==> src/rtl/hwpe_dma_loader.sv <==
// Sequencer that copies fmap half 1, fmap half 2 and kernel words from a 64-bit
// source memory into the HWPE local SRAMs, one source read outstanding at a time.
module hwpe_dma_loader #(
  parameter int HWPE_ADDR_WIDTH = 16,
  parameter int ADDR_W          = HWPE_ADDR_WIDTH,
  parameter int SRC_AW          = 32,
  parameter int CNT_W           = 16
) (
  input  logic              clk,
  input  logic              rst_n,
  input  logic              start,
  input  logic [SRC_AW-1:0] fmap_src_base,
  input  logic [SRC_AW-1:0] fmap2_src_base,
  input  logic [CNT_W-1:0]  fmap_words,
  input  logic [ADDR_W-1:0] fmap1_dst,
  input  logic [ADDR_W-1:0] fmap2_dst,
  input  logic [SRC_AW-1:0] kern_src_base,
  input  logic [ADDR_W-1:0] kern_dst,
  input  logic [CNT_W-1:0]  kern_words,
  output logic              src_req_valid,
  input  logic              src_req_ready,
  output logic [SRC_AW-1:0] src_req_addr,
  input  logic              src_rsp_valid,
  input  logic [63:0]       src_rsp_data,
  output logic              dma_wen,
  output logic [ADDR_W-1:0] dma_wa,
  output logic [63:0]       dma_wd,
  output logic              busy,
  output logic              done
);

  typedef enum logic [2:0] {S_IDLE, S_REQ, S_WAIT, S_LAST, S_DONE} state_t;
  typedef enum logic [1:0] {P_F1, P_F2, P_KRN} phase_t;

  state_t            state_reg;
  phase_t            phase_reg;
  logic [SRC_AW-1:0] src_ptr_reg;
  logic [ADDR_W-1:0] dst_ptr_reg;
  logic [CNT_W-1:0]  cnt_reg;
  logic [SRC_AW-1:0] f2_src_reg;
  logic [ADDR_W-1:0] f2_dst_reg;
  logic [SRC_AW-1:0] k_src_reg;
  logic [ADDR_W-1:0] k_dst_reg;
  logic [CNT_W-1:0]  fmap_words_reg;
  logic [CNT_W-1:0]  kern_words_reg;
  logic              req_valid_reg;
  logic              wen_reg;
  logic [ADDR_W-1:0] wa_reg;
  logic [63:0]       wd_reg;
  logic              busy_reg;
  logic              done_reg;

  always_ff @(posedge clk or negedge rst_n) begin
    if (!rst_n) begin
      state_reg      <= S_IDLE;
      phase_reg      <= P_F1;
      src_ptr_reg    <= '0;
      dst_ptr_reg    <= '0;
      cnt_reg        <= '0;
      f2_src_reg     <= '0;
      f2_dst_reg     <= '0;
      k_src_reg      <= '0;
      k_dst_reg      <= '0;
      fmap_words_reg <= '0;
      kern_words_reg <= '0;
      req_valid_reg  <= 1'b0;
      wen_reg        <= 1'b0;
      wa_reg         <= '0;
      wd_reg         <= '0;
      busy_reg       <= 1'b0;
      done_reg       <= 1'b0;
    end else begin
      wen_reg  <= 1'b0;
      done_reg <= 1'b0;
      case (state_reg)
        S_IDLE: begin
          if (start) begin
            f2_src_reg     <= fmap2_src_base;
            f2_dst_reg     <= fmap2_dst;
            k_src_reg      <= kern_src_base;
            k_dst_reg      <= kern_dst;
            fmap_words_reg <= fmap_words;
            kern_words_reg <= kern_words;
            busy_reg       <= 1'b1;
            // Empty phases are skipped right here so the first request goes out next cycle.
            if (fmap_words != '0) begin
              phase_reg     <= P_F1;
              src_ptr_reg   <= fmap_src_base;
              dst_ptr_reg   <= fmap1_dst;
              cnt_reg       <= fmap_words;
              req_valid_reg <= 1'b1;
              state_reg     <= S_REQ;
            end else if (kern_words != '0) begin
              phase_reg     <= P_KRN;
              src_ptr_reg   <= kern_src_base;
              dst_ptr_reg   <= kern_dst;
              cnt_reg       <= kern_words;
              req_valid_reg <= 1'b1;
              state_reg     <= S_REQ;
            end else begin
              state_reg <= S_LAST;
            end
          end
        end
        S_REQ: begin
          if (src_req_ready) begin
            req_valid_reg <= 1'b0;
            state_reg     <= S_WAIT;
          end
        end
        S_WAIT: begin
          if (src_rsp_valid) begin
            wen_reg <= 1'b1;
            wa_reg  <= dst_ptr_reg;
            wd_reg  <= src_rsp_data;
            if (cnt_reg != CNT_W'(1)) begin
              src_ptr_reg   <= src_ptr_reg + SRC_AW'(8);
              dst_ptr_reg   <= dst_ptr_reg + ADDR_W'(8);
              cnt_reg       <= cnt_reg - CNT_W'(1);
              req_valid_reg <= 1'b1;
              state_reg     <= S_REQ;
            end else if (phase_reg == P_F1) begin
              // F1 was non-empty, so F2 (same word count) is too.
              phase_reg     <= P_F2;
              src_ptr_reg   <= f2_src_reg;
              dst_ptr_reg   <= f2_dst_reg;
              cnt_reg       <= fmap_words_reg;
              req_valid_reg <= 1'b1;
              state_reg     <= S_REQ;
            end else if (phase_reg == P_F2 && kern_words_reg != '0) begin
              phase_reg     <= P_KRN;
              src_ptr_reg   <= k_src_reg;
              dst_ptr_reg   <= k_dst_reg;
              cnt_reg       <= kern_words_reg;
              req_valid_reg <= 1'b1;
              state_reg     <= S_REQ;
            end else begin
              cnt_reg   <= '0;
              state_reg <= S_LAST;
            end
          end
        end
        S_LAST: begin
          // One cycle after the final write lands, so done trails the last dma_wen.
          busy_reg  <= 1'b0;
          done_reg  <= 1'b1;
          state_reg <= S_DONE;
        end
        S_DONE: begin
          state_reg <= S_IDLE;
        end
        default: begin
          state_reg <= S_IDLE;
        end
      endcase
    end
  end

  assign src_req_valid = req_valid_reg;
  assign src_req_addr  = src_ptr_reg;
  assign dma_wen       = wen_reg;
  assign dma_wa        = wa_reg;
  assign dma_wd        = wd_reg;
  assign busy          = busy_reg;
  assign done          = done_reg;

endmodule
==> config.mk <==
export PLATFORM = sky130hd
export DESIGN_NAME = hwpe_dma_loader
export DESIGN_NICKNAME = d
export VERILOG_FILES = /design/src/rtl/hwpe_dma_loader.sv
export SDC_FILE = /design/constraint.sdc
export NUM_CORES = 1
export LEC_CHECK = 0
export ABC_AREA = 1
export ABC_CLOCK_PERIOD_IN_PS = 1910
export BUFFER_PORTS_ARGS = -buffer_cell sky130_fd_sc_hd__buf_4
export CORE_AREA = 2 2 248 250
export DETAILED_ROUTE_END_ITERATION = 6
export DIE_AREA = 0 0 250 252
export PLACE_DENSITY_LB_ADDON = 0.25
export RECOVER_POWER = 50
export SLEW_MARGIN = 25
export SYNTH_ARGS = -nofsm -noshare
export SYNTH_HDL_FRONTEND = slang
export SYNTH_SLANG_ARGS = --single-unit
==> constraint.sdc <==
create_clock -name clk -period 1.91 [get_ports clk]
set_input_delay 0.191 -clock clk [delete_from_list [all_inputs] [get_ports clk]]
set_output_delay 0.191 -clock clk [all_outputs]
set_load 0.01 [all_outputs]
==> impl_metrics.py, run 1 <==
metrics = {
    "run_status": {
        "status": "finished, violations left",
        "violations": "capacitance limit, slew limit, setup timing",
    },
    "placement": {
        "placed_cells": 3196,
        "dp_hpwl_um": 42900,
        "globalplace.congestion": 0.908,
        "place_ws_ns": -0.294,
        "portBuffers": 360,
        "place_area_um2": 19600,
    },
    "global_route": {
        "grt_first_pass_wirelength_um": 92100,
        "antenna_found_initial": 1,
        "grt_max_degree": 141,
        "gr-usage-all-layers_pct": 18.7,
        "grt-ovfl-total": 0,
        "grt_pass1_vias": 15700,
    },
    "synthesis": {
        "synth_top_family_by_area": "simple AND/OR/NAND/NOR gates",
        "netlist_area_um2": 15000,
        "synthSimpleGateAreaFrac_pct": 30.4,
        "yosysWarnings": 0,
        "ys_ff_latch": 281,
        "synth-xor-area-share_pct": 1.23,
        "synth_fp_nets": 2235,
        "synth_area_leader_cell": "dfrtp_1",
        "synth.area.mux_share_pct": 4.93,
        "yosysTopAreaCellShare_pct": 47.0,
        "synthCells": 1986,
        "yosysUniqueCellTypes": 38,
        "synth_compound_area_share_pct": 8.62,
        "synth_fa_ha_area_share_pct": 0.334,
        "synth_area_leaders": "dfrtp_1, nand2_1, o21ai_0, inv_1, mux2_2",
        "ys_seq_area_share_pct": 47.0,
        "avgSynthCellArea_um2": 7.53,
    },
    "clock_tree": {
        "cts_tree": "done",
        "cts.sinks": 281,
        "cts-buffers-inserted": 37,
        "clk_latency_ns": 0.56,
        "clkTransAtPathRegs_ns": 0.06,
        "clock-root-buffer": "clkbuf_16",
        "cts.htree.levels": 2,
        "clock_path_buffers": 3,
    },
    "routing": {
        "antenna_left": 0,
        "vias_per_cell": 4.57,
        "drc": 0,
        "num_vias": 15900,
        "drt_iter0_drc": 1299,
        "wl_per_cell_um": 18.0,
        "drt-total-wl_um": 62800,
        "drtPass1Iterations": 5,
    },
    "die": {
        "die_w_um": 250,
        "die_area_um2": 63000,
        "num_rows": 90,
        "coreArea_um2": 60100,
        "die_h_um": 252,
        "ios": 361,
        "initial_utilization_pct": 24.9,
    },
    "timing": {
        "finalMaxSlewViolations": 53,
        "setup_viol": 25,
        "min_period_over_period_pct": 103,
        "timing.fmax_mhz": 510,
        "relSlewSlack_pct": -4.09,
        "hold_viol": 0,
        "finalClockSkew_ns": 0.0219,
        "worst_slew_pin_slew_ns": 1.56,
        "fin_crit_ns": 1.96,
        "rsz0062_at_grt": "true",
        "post-route-worst-setup-slack_ns": -0.0505,
    },
    "power_and_ir_drop": {
        "p_total_mw": 32.8,
        "powerDensity_nw_per_um2": 1390,
        "p_leak_nw": 11.8,
        "ir_worst_vdd_v": 0.000592,
    },
    "worst_setup_path": {
        "timing.rr.start": "cnt_reg[11]",
        "worstSetupEndpoint": "src_req_addr[21]",
        "slowest_stage": "dfrtp_1",
        "endpoint_kind": "register",
        "cp_num_buf_inv": 4,
        "worstSetupStartpoint": "cnt_reg[11]",
        "worstSetupPathDepth": 11,
        "start_kind": "register",
        "path_max_fanout": 6,
        "cp.arrival_ns": 2.45,
        "critPathRequiredTime_ns": 2.40,
        "path_cells": "nor2_4 -> buf_6 -> nand4_1 -> nor2_4 -> nand3_4 -> buf_6 -> nand3_4 -> buf_12 -> clkbuf_16 -> nand2_2 -> nand2_1",
        "worstSetupPathType": "register to register",
        "timing.rr.end": "src_req_addr[21]",
        "slowest_delay_ns": 0.40,
        "r2r_cells": 11,
        "cpLargestDelayFamily": "simple AND/OR/NAND/NOR gates",
        "reg2reg_slack_ns": -0.05,
    },
    "finish": {
        "layout_commonest_cell": "nand2_1",
        "largest_reg_flops": 64,
        "fin_nets": 2926,
        "fillers": 6157,
        "drive_gt1_share_pct": 27.7,
        "area_growth_pct": 57.7,
        "final_cell_area_um2": 23600,
        "final_cell_mix": "nand2_1, buf_4, dfrtp_1",
        "final_cells": 3486,
        "finish.utilization_pct": 39.2,
    },
    "flow_run": {
        "maxCapViolations": 1,
    },
    "min_path": {
        "hold_path_class": "input pin to register",
    },
}
==> cells in the mapped netlist (all sizes together) <==
library cell / n
clkinv: 1
mux2: 53
nand3: 117
nand4: 13
buf: 61
nand3b: 8
inv: 170
o21ai: 151
nand2: 788
ha: 4
mux2i: 14
a21oi: 49
clkbuf: 32
xnor2: 6
nor3: 9
nor4: 2
o31ai: 1
nor2: 172
o211ai: 33
dfrtp: 281
or2: 3
xor2: 15
a22oi: 2
o21bai: 1
==> power by group <==
| part | internal (mW) | switching, mW | total (mW) | leakage, nW |
|---|---|---|---|---|
| registers | 8.81 | 2.06 | 10.9 | 3.43 |
| logic | 6.76 | 8.24 | 15.0 | 7.77 |
| clock network | 4.05 | 2.87 | 6.92 | 0.586 |
==> worst register-to-register path, cell delays in order (launching register included) <==
cell       delay [ns]
dfrtp_1          0.40
nor2_4           0.16
buf_6            0.11
nand4_1          0.19
nor2_4           0.22
nand3_4          0.11
buf_6            0.14
nand3_4          0.15
buf_12           0.13
clkbuf_16        0.15
nand2_2          0.05
nand2_1          0.06
==> what timing repair did <==
action	CTS	global route
pin swaps	7	48
endpoints found under the hold margin	244	0
setup endpoints to repair	63	169
gates cloned	6	10
setup buffers	7	10
resized for setup	35	111
hold buffers	194	0
==> cell type report <==
| type | instances | area [µm²] | area share [%] |
|---|---|---|---|
| inverter | 171 | 654 | 2.77 |
| tap | 782 | 978 | 4.15 |
| timing repair buffer | 741 | 6500 | 27.6 |
| antenna | 1 | 2.50 | 0.0106 |
| clock buffer | 48 | 1020 | 4.31 |
| multi-input combinational | 1445 | 7240 | 30.7 |
| clock inverter | 17 | 166 | 0.705 |
| sequential | 281 | 7030 | 29.8 |
==> cells by family (layout without fill, tap and decap cells) <==
family,after synthesis,after routing
compound gates,237,237
flops,281,281
buf+inv,264,977
simple gates,1112,1116
fa+ha+maj,4,4
other cells,0,1
mux,67,67
xor+xnor,21,21
==> worst min-delay path by stage <==
| stage | slack [ns] | start | cells after the start | end |
|---|---|---|---|---|
| finish | 0.01 | kern_words[7] | 3 | kern_words_reg[7] |
| global route | 0.01 | kern_words[7] | 3 | kern_words_reg[7] |
| CTS | 0.0004 | kern_words[7] | 3 | kern_words_reg[7] |
| detailed placement | 0.19 | rst_n | 1 | k_dst_reg[0] |
| global placement | 0.19 | rst_n | 1 | k_dst_reg[0] |
| floorplan | -0.10 | rst_n | 0 | busy |
==> routing by layer <==
| layer | up-vias | global-route usage (%) | routed length, µm |
|---|---|---|---|
| li1 | 7692 | - | - |
| met1 | 7556 | 26.4 | 28800 |
| met2 | 594 | 29.3 | 28200 |
| met3 | 93 | 3.30 | 4110 |
| met4 | 0 | 5.73 | 1660 |
| met5 | - | 0 | 0 |
==> through the flow <==
step / setup TNS (ns) / hold WS [ns]
after floorplan: 0 / -0.105
after global placement: -11.26 / 0.187
after detailed placement: -12.23 / 0.187
after CTS: -0.00364 / 0.000438
after global routing: -4.56 / 0.0113
final: -0.711 / 0.0138
Note: power is estimated with default switching activity, not from simulation.
==> run 2, diff against run 1 <==
--- a/config.mk
+++ b/config.mk
@@ -5,12 +5,11 @@
 export SDC_FILE = /design/constraint.sdc
 export NUM_CORES = 1
 export LEC_CHECK = 0
-export ABC_AREA = 1
 export ABC_CLOCK_PERIOD_IN_PS = 1910
 export BUFFER_PORTS_ARGS = -buffer_cell sky130_fd_sc_hd__buf_4
-export CORE_AREA = 2 2 248 250
+export CORE_AREA = 2 2 239 241
 export DETAILED_ROUTE_END_ITERATION = 6
-export DIE_AREA = 0 0 250 252
+export DIE_AREA = 0 0 241 243
 export PLACE_DENSITY_LB_ADDON = 0.25
 export RECOVER_POWER = 50
 export SLEW_MARGIN = 25
==> run 2 against run 1 <==
The run ends with setup timing left. Global-route usage increased by 1.0 points. First-iteration DRC count decreased by 33%. Register-to-register slack got worse by 0.27 ns. Sequential share of layout area increased by 0.33 points. Design area decreased by 1.0%. Via count decreased by 8.9%. Non-clock buffer count increased by 71. Core utilization increased by 2.5 points. Sequential power about the same. Synthesized area decreased by 7.0%.
==> impl_metrics.py, run 2 <==
metrics = {
    "timing": {
        "worst_slew_pin_slew_ns": 1.46,
        "relSlewSlack_pct": 2.65,
        "min_period_over_period_pct": 117,
        "finalClockSkew_ns": 0.0213,
        "timing.fmax_mhz": 448,
        "hold_viol": 0,
        "finalMaxSlewViolations": 0,
        "post-route-worst-setup-slack_ns": -0.322,
        "setup-tns-final_ns": -14.94,
        "fin_crit_ns": 2.23,
        "setup_viol": 68,
        "rsz0062_at_grt": "true",
    },
    "finish": {
        "area_growth_pct": 67.8,
        "final_cells": 3096,
        "seqCellArea_um2": 7040,
        "final_cell_mix": "nand2_1, buf_4, dfrtp_1",
        "fin_nets": 2561,
        "multi_input_area_um2": 7050,
        "final_cell_area_um2": 23300,
        "fillers": 5500,
        "drive_gt1_share_pct": 36.5,
        "largest_reg_flops": 64,
        "layout_commonest_cell": "nand2_1",
        "finish.utilization_pct": 41.7,
    },
    "placement": {
        "portBuffers": 360,
        "placed_cells": 2791,
        "dp_hpwl_um": 40800,
        "place_area_um2": 19100,
        "globalplace.congestion": 0.850,
    },
    "clock_tree": {
        "cts_tree": "done",
        "clkTransAtPathRegs_ns": 0.06,
        "clk_latency_ns": 0.56,
        "clock-root-buffer": "clkbuf_16",
        "cts.sinks": 281,
        "cts.htree.levels": 2,
        "clock_path_buffers": 3,
        "cts-buffers-inserted": 36,
    },
    "flow_run": {
        "maxCapViolations": 0,
    },
    "synthesis": {
        "yosysWarnings": 0,
        "synth_fp_nets": 1812,
        "ys_top_cells_by_count": "nand2_1, dfrtp_1, a21oi_1",
        "synth.area.mux_share_pct": 9.27,
        "synthFlopType": "dfrtp_1",
        "synth_fa_ha_area_share_pct": 0.360,
        "async_flop_share_pct": 100,
        "synthCells": 1563,
        "synth_area_leader_cell": "dfrtp_1",
        "ys_seq_area_share_pct": 50.5,
        "ys_ff_latch": 281,
        "netlist_area_um2": 13900,
        "synth-xor-area-share_pct": 0.566,
        "synth-edff-count": 0,
        "yosysMostFrequentCell": "nand2_1",
        "yosysUniqueCellTypes": 69,
        "yosysTopAreaCellShare_pct": 50.5,
        "avgSynthCellArea_um2": 8.90,
        "synth_compound_area_share_pct": 13.7,
        "synthSimpleGateAreaFrac_pct": 22.1,
        "synth_top_family_by_area": "simple AND/OR/NAND/NOR gates",
        "synth_area_leaders": "dfrtp_1, nand2_1, mux2_2, a21oi_1, mux2i_1",
    },
    "worst_setup_path": {
        "timing.rr.start": "cnt_reg[12]",
        "start_kind": "register",
        "worstSetupPathType": "register to register",
        "timing.rr.end": "cnt_reg[14]",
        "r2r_cells": 7,
        "reg2reg_slack_ns": -0.32,
        "cp.arrival_ns": 2.67,
        "critPathRequiredTime_ns": 2.35,
        "path_max_fanout": 4,
        "endpoint_kind": "register",
    },
    "power_and_ir_drop": {
        "pwr-share-comb_pct": 46.3,
        "switching_share_pct": 38.6,
        "p_clk_share_pct": 21.0,
        "p_leak_nw": 11.0,
        "powerDensity_nw_per_um2": 1420,
        "pwr-share-seq_pct": 32.7,
        "power_switching_mw": 12.8,
        "p_total_mw": 33.1,
        "ir_worst_vdd_v": 0.000667,
        "intPower_mw": 20.3,
    },
    "die": {
        "die_w_um": 241,
        "die_area_um2": 58600,
        "ios": 361,
        "die_h_um": 243,
        "coreArea_um2": 56000,
        "num_rows": 87,
        "initial_utilization_pct": 24.9,
    },
    "run_status": {
        "status": "finished, violations left",
        "violations": "setup timing",
    },
    "global_route": {
        "antenna_found_initial": 4,
        "gr-usage-all-layers_pct": 19.7,
        "grt_first_pass_wirelength_um": 89100,
        "grt_max_degree": 130,
        "grt-ovfl-total": 0,
        "grt_pass1_vias": 15200,
    },
    "min_path": {
        "min_path_cells": 5,
        "hold_start": "fmap1_dst[14]",
        "min_to": "dst_ptr_reg[14]",
        "hold_path_class": "input pin to register",
    },
    "routing": {
        "antenna_left": 0,
        "drt_iter0_drc": 870,
        "num_vias": 14500,
        "wl_per_cell_um": 19.0,
        "drc": 0,
        "drtPass1Iterations": 5,
        "drt-total-wl_um": 58800,
        "vias_per_cell": 4.69,
    },
}
[run 2: kinds of logic after synthesis]
kind of cell             after synthesis
XOR/XNOR                               9
buffers and inverters                115
AND/OR/NAND/NOR                      738
adder cells (fa/ha/maj)                4
flip-flops                           281
AO/OA/AOI/OAI                        297
multiplexers                         119
[run 2: how the worst max path moves through the flow]
stage | end | startpoint | slack (ns) | cells after the start
6_report | cnt_reg[14] | cnt_reg[12] | -0.32 | 7
5_1_grt | src_req_addr[30] | cnt_reg[11] | -0.38 | 10
4_1_cts | cnt_reg[14] | cnt_reg[1] | -0.35 | 10
3_5_place_dp | dst_ptr_reg[13] | fmap_words[3] | -0.82 | 9
3_3_place_gp | dst_ptr_reg[13] | fmap_words[3] | -0.82 | 9
2_1_floorplan | src_req_addr[18] | cnt_reg[1] | -0.17 | 10
[run 2: routing by layer]
| layer | share of wire, % | up-vias | global-route usage, % |
|---|---|---|---|
| li1 | - | 6901 | - |
| met1 | 43 | 7130 | 25.0 |
| met2 | 48 | 354 | 32.9 |
| met3 | 4.3 | 125 | 3.37 |
| met4 | 4.3 | 4 | 8.75 |
| met5 | 0.031 | - | 0 |
[run 2: worst max-delay path, stage by stage (launching register included)]
cell      delay, ns
dfrtp_1        0.40
or4_4          0.57
nor4_4         0.34
nand2_2        0.13
buf_6          0.16
a221oi_4       0.22
nor3_2         0.07
o22a_1         0.22
[run 2: layout make-up]
type / count / area share [%]
Inverter: 14 / 0.225
Clock buffer: 48 / 4.31
Multi-Input combinational cell: 1167 / 30.2
Timing Repair Buffer: 812 / 30.3
Antenna cell: 1 / 0.0107
Tap cell: 756 / 4.05
Sequential cell: 281 / 30.1
Clock inverter: 17 / 0.799
[run 2: power by group through the flow]
| stage | Sequential (mW) | Combinational (mW) | Clock (mW) |
|---|---|---|---|
| finish | 10.8 | 15.4 | 6.94 |
| global route | 11.2 | 16.7 | 7.38 |
| CTS | 10.8 | 15.2 | 7.14 |
| detailed placement | 10.8 | 13.4 | 0 |
| global placement | 10.7 | 13.1 | 0 |
| floorplan | 11.1 | 6.29 | 0 |
[run 2: repair_timing]
item | 4_1_cts | 5_1_grt
setup buffers | 30 | 8
cloned | 6 | 2
pin swaps | 47 | 15
setup endpoints to repair | 74 | 138
hold buffers | 194 | 0
gates resized for setup | 152 | 27
endpoints found under the hold margin | 294 | 0
[run 2: metrics by stage]
| stage | worst slack, ns | hold WS [ns] |
|---|---|---|
| finish | -0.322 | 0.0477 |
| floorplan | -0.166 | -0.105 |
| detailed placement | -0.822 | 0.142 |
| global route | -0.382 | 0.0414 |
| CTS | -0.353 | 0.0150 |
| global placement | -0.824 | 0.145 |
==> run 3, diff against run 2 <==
==> constraint.sdc (replaced) <==
create_clock -name clk -period 1.91 [get_ports clk]
set_input_delay 0.4775 -clock clk [delete_from_list [all_inputs] [get_ports clk]]
set_output_delay 0.4775 -clock clk [all_outputs]
set_load 0.01 [all_outputs]
==> run 3 against run 2 <==
The flow still finishes with violations (setup timing). Critical path depth grew 4. Worst setup slack lost 0.095 ns. First-iteration DRC count grew 4.8%. Register-to-register slack lost 0.095 ns. Maximum frequency shrank 4.1%. Design area shrank 4.6%. Cell count shrank 5.9%. Non-clock buffer count shrank 179. Power grew 3.9%. Global-route usage shrank 0.26 points. Hold slack gained 0.070 ns. Largest cell class is now multi-input gates.
==> impl_metrics.py, run 3 (synthesis gave the netlist of run 2 again) <==
metrics = {
    "finish": {
        "largest_reg_flops": 64,
        "drive_gt1_share_pct": 42.7,
        "final_cell_mix": "nand2_1, buf_4, dfrtp_1",
        "final_cells": 2914,
        "fin_nets": 2382,
        "area_growth_pct": 60.1,
        "final_cell_area_um2": 22300,
        "antennaDiodeCount": 0,
        "layout_commonest_cell": "nand2_1",
    },
    "worst_setup_path": {
        "critPathRequiredTime_ns": 2.40,
        "slowest_stage": "or4b_4",
        "cp.arrival_ns": 2.82,
        "endpoint_kind": "register",
        "path_cells": "inv_2 -> ha_4 -> or4b_4 -> buf_6 -> nor4_4 -> nand2_4 -> buf_12 -> buf_16 -> o32a_1 -> o21ai_1 -> a22o_1",
        "path_max_fanout": 4,
        "worstSetupPathType": "register to register",
        "slowest_delay_ns": 0.48,
        "timing.rr.end": "src_req_addr[21]",
        "reg2reg_slack_ns": -0.42,
        "start_kind": "register",
        "r2r_cells": 11,
        "timing.rr.start": "cnt_reg[1]",
    },
    "min_path": {
        "min_path_cells": 3,
        "min_to": "f2_src_reg[16]",
        "hold_start": "fmap2_src_base[16]",
        "hold_path_class": "input pin to register",
    },
    "flow_run": {
        "maxCapViolations": 0,
    },
    "routing": {
        "vias_per_cell": 4.81,
        "drtPass1Iterations": 5,
        "wl_per_cell_um": 20.6,
        "drt-total-wl_um": 60000,
        "num_vias": 14000,
        "drt_iter0_drc": 912,
        "antenna_left": 0,
        "drc": 0,
    },
    "clock_tree": {
        "clock_path_buffers": 3,
        "cts_tree": "done",
        "clk_latency_ns": 0.56,
        "clock-root-buffer": "clkbuf_16",
        "cts-buffers-inserted": 36,
        "cts.htree.levels": 2,
        "clkTransAtPathRegs_ns": 0.06,
        "cts.sinks": 281,
    },
    "placement": {
        "portBuffers": 360,
        "dp_hpwl_um": 40900,
        "place_area_um2": 19200,
        "globalplace.congestion": 0.851,
        "placed_cells": 2793,
        "place_ws_ns": -0.622,
    },
    "power_and_ir_drop": {
        "pwr-share-seq_pct": 31.4,
        "power_switching_mw": 13.4,
        "pwr-share-comb_pct": 48.6,
        "p_leak_nw": 10.5,
        "switching_share_pct": 39.0,
        "p_clk_share_pct": 20.1,
        "p_total_mw": 34.4,
        "powerDensity_nw_per_um2": 1550,
        "intPower_mw": 21.0,
        "ir_worst_vdd_v": 0.000914,
    },
    "timing": {
        "relSlewSlack_pct": 46.4,
        "hold_viol": 0,
        "finalMaxSlewViolations": 0,
        "post-route-worst-setup-slack_ns": -0.417,
        "fin_crit_ns": 2.33,
        "min_period_over_period_pct": 122,
        "rsz0062_at_grt": "true",
        "setup_viol": 83,
        "timing.fmax_mhz": 430,
        "finalClockSkew_ns": 0.0209,
        "worst_slew_pin_slew_ns": 0.803,
        "setup-tns-final_ns": -20.44,
    },
    "global_route": {
        "grt_max_degree": 130,
        "gr-usage-all-layers_pct": 19.5,
        "antenna_found_initial": 1,
        "grt_pass1_vias": 14300,
        "grt-ovfl-total": 0,
        "grt_first_pass_wirelength_um": 87500,
    },
    "die": {
        "initial_utilization_pct": 24.9,
        "ios": 361,
        "coreArea_um2": 56000,
        "die_w_um": 241,
        "die_h_um": 243,
        "die_area_um2": 58600,
        "num_rows": 87,
    },
    "run_status": {
        "status": "finished, violations left",
        "violations": "setup timing",
    },
}
[run 3: power groups by stage]
stage / sequential (mW) / combinational, mW / clock, mW
2_1_floorplan: 11.1 / 6.28 / 0
3_3_place_gp: 10.6 / 13.6 / 0
3_5_place_dp: 10.7 / 13.8 / 0
4_1_cts: 10.7 / 15.7 / 7.09
5_1_grt: 11.2 / 18.1 / 7.37
6_report: 10.8 / 16.7 / 6.91
[run 3: cell type report]
| cell class | count | area (µm²) |
|---|---|---|
| timing repair buffer | 633 | 5580 |
| inverter | 14 | 55.1 |
| sequential | 281 | 7030 |
| clock buffer | 52 | 1040 |
| clock inverter | 11 | 148 |
| multi-input combinational | 1167 | 7470 |
| fill | 5622 | 33700 |
| tap | 756 | 946 |
[run 3: how the worst max path moves through the flow]
stage	startpoint	to	slack, ns	depth (start not counted)
finish	cnt_reg[1]	src_req_addr[21]	-0.42	11
global route	cnt_reg[1]	src_req_addr[15]	-0.51	11
CTS	cnt_reg[1]	cnt_reg[5]	-0.42	10
detailed placement	cnt_reg[1]	cnt_reg[14]	-0.62	9
global placement	kern_words[12]	dst_ptr_reg[11]	-0.68	9
floorplan	cnt_reg[1]	src_req_addr[25]	-0.17	10
[run 3: repair_timing]
item,4_1_cts,5_1_grt
hold buffers,1,0
endpoints found under the hold margin,26,0
buffers inserted,34,19
setup endpoints to repair,106,231
gates cloned,11,5
pin swaps,35,65
resized for setup,141,154
[run 3: metrics by stage]
| step | utilization [%] | hold WS (ns) |
|---|---|---|
| 3_5_place_dp | 34.3 | 0.305 |
| 3_3_place_gp | 34.3 | 0.304 |
| 4_1_cts | 38.6 | 0.0857 |
| 5_1_grt | 39.8 | 0.0818 |
| 6_report | 39.8 | 0.117 |
| 2_1_floorplan | - | 0.182 |
[run 3: worst max-delay path, delay by kind of cell, from the launching register on]
kind	cells	cell delay [ns]
fa+ha+maj	1	0.12
buf+inv	4	0.52
simple gates	3	0.85
flops	1	0.39
compound gates	3	0.40
[run 3: layer usage]
| metal | global-route usage (%) | share of wire [%] |
|---|---|---|
| met4 | 4.74 | 2.1 |
| met5 | 0 | 0.022 |
| met2 | 33.4 | 50 |
| met1 | 25.7 | 43 |
| met3 | 2.75 | 4.7 |
